### config.mk
export PLATFORM = sky130hd
export DESIGN_NAME = dlfloat16_i2f
export DESIGN_NICKNAME = d
export VERILOG_FILES = /design/src/rtl/dlfloat16_i2f.sv
export SDC_FILE = /design/constraint.sdc
export NUM_CORES = 1
export LEC_CHECK = 0
export CAP_MARGIN = 20
export CORE_MARGIN = 3
export CORE_UTILIZATION = 45
export CTS_CLUSTER_DIAMETER = 40
export DETAILED_ROUTE_END_ITERATION = 7
export DONT_BUFFER_PORTS = 1
export GPL_TIMING_DRIVEN = 0
export PLACE_DENSITY_LB_ADDON = 0.25
export SETUP_SLACK_MARGIN = 0.05
export SYNTH_ARGS = -nofsm -noshare
export SYNTH_HDL_FRONTEND = slang
export SYNTH_SLANG_ARGS = --single-unit
### constraint.sdc
create_clock -name clk -period 2.9 [get_ports clk]
set_clock_uncertainty 0.15 [all_clocks]
set_input_delay 0.29 -clock clk [delete_from_list [all_inputs] [get_ports clk]]
set_output_delay 0.29 -clock clk [all_outputs]
set_load 0.02 [all_outputs]
### src/rtl/dlfloat16_i2f.sv
// Integer to DLFloat16 converter (1/6/9, bias 31, RNE), one operand in flight.
// Define DLF_I2F_FAST_NORM_EN for a single-cycle leading-zero normalize instead of the 1-bit/cycle shifter.
module dlfloat16_i2f #(
    parameter int IW = 16
) (
    input  logic          clk,
    input  logic          rst_n,
    input  logic          in_valid,
    output logic          in_ready,
    input  logic [IW-1:0] in_data,
    input  logic          in_signed,
    output logic          out_valid,
    input  logic          out_ready,
    output logic [15:0]   out_data,
    output logic [4:0]    exceptions
);
    typedef enum logic [1:0] {IDLE, NORM, ROUND, OUT} state_t;

    // Bits below the guard position feed the sticky bit; empty when IW == 11.
    localparam logic [IW-1:0] ST_MASK = IW'((64'd1 << (IW - 11)) - 64'd1);

    state_t        state, state_nxt;
    logic          s_q, s_nxt;
    logic [IW-1:0] mag_q, mag_nxt;
    logic [4:0]    e_q, e_nxt;
    logic [15:0]   data_q, data_nxt;
    logic [4:0]    exc_q, exc_nxt;

    logic [8:0]    mant;
    logic          g, st, rnd_up;
    logic [9:0]    mant_sum;
    logic [5:0]    e_fin, exp_field;

    assign in_ready   = (state == IDLE);
    assign out_valid  = (state == OUT);
    assign out_data   = data_q;
    assign exceptions = exc_q;

    assign mant      = mag_q[IW-2:IW-10];
    assign g         = mag_q[IW-11];
    assign st        = |(mag_q & ST_MASK);
    assign rnd_up    = g & (st | mant[0]);
    assign mant_sum  = {1'b0, mant} + 10'(rnd_up);
    // Mantissa overflow leaves all-zero fraction bits and bumps the exponent.
    assign e_fin     = {1'b0, e_q} + 6'(mant_sum[9]);
    assign exp_field = e_fin + 6'd31;

`ifdef DLF_I2F_FAST_NORM_EN
    logic [4:0] lz;
    always_comb begin
        lz = '0;
        for (int i = 0; i < IW; i++)
            if (mag_q[i]) lz = 5'(IW - 1 - i);
    end
`endif

    always_comb begin
        state_nxt = state;
        s_nxt     = s_q;
        mag_nxt   = mag_q;
        e_nxt     = e_q;
        data_nxt  = data_q;
        exc_nxt   = exc_q;
        case (state)
            IDLE: if (in_valid) begin
                s_nxt     = in_signed & in_data[IW-1];
                mag_nxt   = s_nxt ? (~in_data + IW'(1)) : in_data;
                e_nxt     = 5'(IW - 1);
                state_nxt = NORM;
            end
            NORM: begin
                if (mag_q == '0) begin
                    data_nxt  = 16'h0000;
                    exc_nxt   = 5'b00001;
                    state_nxt = OUT;
                end else begin
`ifdef DLF_I2F_FAST_NORM_EN
                    mag_nxt   = mag_q << lz;
                    e_nxt     = e_q - lz;
                    state_nxt = ROUND;
`else
                    if (mag_q[IW-1]) begin
                        state_nxt = ROUND;
                    end else begin
                        mag_nxt = mag_q << 1;
                        e_nxt   = e_q - 5'd1;
                    end
`endif
                end
            end
            ROUND: begin
                data_nxt  = {s_q, exp_field, mant_sum[8:0]};
                exc_nxt   = {1'b0, g | st, 3'b000};
                state_nxt = OUT;
            end
            OUT: if (out_ready) state_nxt = IDLE;
            default: state_nxt = IDLE;
        endcase
    end

    always_ff @(posedge clk or negedge rst_n) begin
        if (!rst_n) begin
            state  <= IDLE;
            s_q    <= 1'b0;
            mag_q  <= '0;
            e_q    <= '0;
            data_q <= 16'h0000;
            exc_q  <= 5'b00000;
        end else begin
            state  <= state_nxt;
            s_q    <= s_nxt;
            mag_q  <= mag_nxt;
            e_q    <= e_nxt;
            data_q <= data_nxt;
            exc_q  <= exc_nxt;
        end
    end
endmodule
==> impl_summary.txt <==
----------------------------------------------------
[Placed design]
  Number of port buffers ... 0
  Detail Placement HPWL ... 4860 um
  Count of placed standard cells including taps ... 391
  Gpl congestion ... 0.836

[GRT]
  Number of global-route vias before repair ... 2432
  Maximum number of pins on one net before global-route repair ... 43
  Total global routing overflow ... 0
  Global-route wire length before repair ... 11600 um
  Antenna violations before repair ... 0
  Total global-route track usage ... 0.197

[Final layout]
  Leading cell types in the layout, fill and taps excluded ... 42 x dfrtp_1, 36 x nand2_1, 26 x nor2_1
  Most common library cell in the layout ignoring fill and taps ... dfrtp_1
  Layout-stage area growth over the synthesis result ... 7.97%
  Final Core Density ... 0.506
  Final cell count without fillers ... 401
  Fill count ... 581
  Final layout net count ... 355
  Inserted Diodes ... 0
  Share of layout cells above drive strength 1 ... 0.113
  Total area of multi-input combinational cells ... 1580 sq um
  Storage cell area ... 1050 sq um

[CTS]
  Clock tree root buffer cell ... clkbuf_8
  Clock tree from TritonCTS ... done
  Setup Fix Bufs, Post-CTS ... 0
  CTS buffer count ... 5
  Clock tree buffer depth ... 2
  Resized Gates After CTS ... 0
  Cts hold-fix bufs ... 2
  Clock net sink count ... 42
  Total number of H-tree levels ... 2
  Clk Latency, worst-skew pair ... 300 ps
  Worst-path clk slew ... 90 ps

[Power]
  Switching power summed over all nets ... 1.46 mW
  Peak supply drop ... 0.354 mV
  Switching fraction of total power ... 0.476
  Pint ... 1.60 mW
  Logic pwr share ... 0.481
  Clock share of power ... 0.129
  Proportion of power drawn by flip-flops and latches ... 0.390
  Leakage Power ... 1.27 nW
  Power density relative to cell area ... 1010 nW/um^2

[Drt]
  Post-route antenna net violation count ... 0
  Number of search-and-repair iterations in the first detailed-routing pass ... 4
  Final routed wirelength across all metal layers ... 6610 um
  Via density ... 5.83
  Initial drt markers ... 120
  Routed length per instance ... 16.5 um
  DRC errors left ... 0
  Vias ... 2338

[Synthesis]
  Register area share after synthesis ... 0.376
  Yosys warns ... 0
  Synthesized area ... 2790 sq um
  Share of async-settable or async-resettable flops after synthesis ... 1.00
  Syn Inst Count ... 314
  Number of enable flip-flop cells after synthesis ... 0
  Commonest register cell after synthesis ... dfrtp_1
  Number of distinct library cells after synthesis ... 56
  Avg Inst Size Synth ... 8.89 sq um
  Number of synthesized register bits ... 42

[Timing]
  Unrepaired setup endpoints after global routing ... no
  Least-Margin Pin Slew ... 728 ps
  Final hold violation count ... 0
  Setup_tns ... 0 ps
  Hold slack ... 36.7 ps
  Achievable clock frequency ... 389 MHz
  Rel. slew slack ... 0.501
  Final setup viols ... 0
  Post-layout min period ... 2570 ps
  Period utilisation layout ... 0.888
  Count of final max-slew check failures ... 0

[Run status]
  Run status ... complete, no violations

[Floorplan]
  DIE WIDTH ... 84.8 um
  Die span in y ... 84.8 um
  Number of top-level pins ... 44
  Initial cell density of the core ... 0.469
  Total number of placement rows ... 28
  Area of the die ... 7190 sq um
  Core area ... 5960 sq um

[Worst setup path]
  CP Data Required Time ... 2950 ps
  Critical setup path kind ... register to register
  CP Launch Type ... register
  Type of element capturing the critical path ... register
  Arrival time of data at the critical path endpoint ... 2620 ps
  Maximum net fanout on the critical path ... 10

[Hold path]
  Class of the worst hold path ... input pin to register

[Run]
  Max-cap violation count ... 0

----------------------------------------------------
path summary, 6_finish.rpt:
check | startpoint | end | slack (ps) | cells past startpoint
max | state[1] | mag_q[0] | 330 | 8
min | in_valid | s_q | 40 | 2
max reg2reg | state[1] | mag_q[0] | 330 | 8
min reg2reg | s_q | s_q | 340 | 2
max in group asynchronous | rst_n | mag_q[5] | 2090 | 2
min in group asynchronous | rst_n | out_data[12] | 300 | 2
power by group through the flow:
stage               sequential (mW)  combinational (mW)  clock [mW]
global route                   1.23                1.67       0.424
detailed placement             1.20                1.45           0
finish                         1.19                1.47       0.395
CTS                            1.19                1.48       0.397
floorplan                      1.13                1.15           0
global placement               1.19                1.43           0
per-layer routing:
metal,track usage,up-vias,share of wire
met5,0,-,0
met4,0.0705,0,0.016
met3,0.0383,8,0.047
met2,0.312,64,0.46
met1,0.267,1111,0.48
li1,-,1155,-
stage by stage:
stage               instance area, sq um  power (mW)  setup slack [ps]
finish                              3020        3.06               326
detailed placement                  2890        2.65               345
CTS                                 3020        3.07               327
global placement                    2890        2.62               369
global route                        3020        3.32               135
floorplan                           2800        2.28               731
area by class of cell:
cell class,count,area share
Multi-Input combinational cell,238,0.523
Sequential cell,42,0.349
Buffer,18,0.0344
Tap cell,75,0.0311
Clock buffer,7,0.0286
Inverter,18,0.0224
Timing Repair Buffer,2,0.00996
Clock inverter,1,0.00166
cell usage after synthesis (all sizes together) (6+ instances only):
master / number / area share
dfrtp: 42 / 0.38
nand2: 36 / 0.048
nor2: 27 / 0.037
o21ai: 20 / 0.036
inv: 17 / 0.023
a21oi: 14 / 0.026
buf: 12 / 0.028
xnor2: 12 / 0.038
mux2: 11 / 0.044
mux2i: 10 / 0.036
nand3: 10 / 0.018
ha: 9 / 0.040
nor3: 8 / 0.014
nor4: 7 / 0.021
xor2: 7 / 0.022
a31oi: 6 / 0.013
clkbuf: 6 / 0.0094
critical path: stages, from the launching register on:
cell     delay [ps]
dfrtp_1         410
inv_1           110
ha_1            380
mux2i_1         680
a21oi_1         150
o31ai_4         150
buf_2           300
nand2_1          80
o31ai_1          60
kinds of logic (layout without fill, tap and decap cells):
logic type / count (synthesis) / count (layout) / synth area share
mux: 21 / 21 / 0.0802
simple gates: 111 / 111 / 0.195
flops: 42 / 42 / 0.376
compound gates: 75 / 75 / 0.185
fa+ha+maj: 9 / 9 / 0.0403
buf+inv: 36 / 46 / 0.0614
xor+xnor: 19 / 19 / 0.0596
other cells: 1 / 3 / 0.00134
state kept, by name, summed over array words and instances (netlist names):
name        flops
exceptions      2
e_q             5
s_q             1
state           2
mag_q          16
out_data       16
Power figures use the tool's default switching activity.
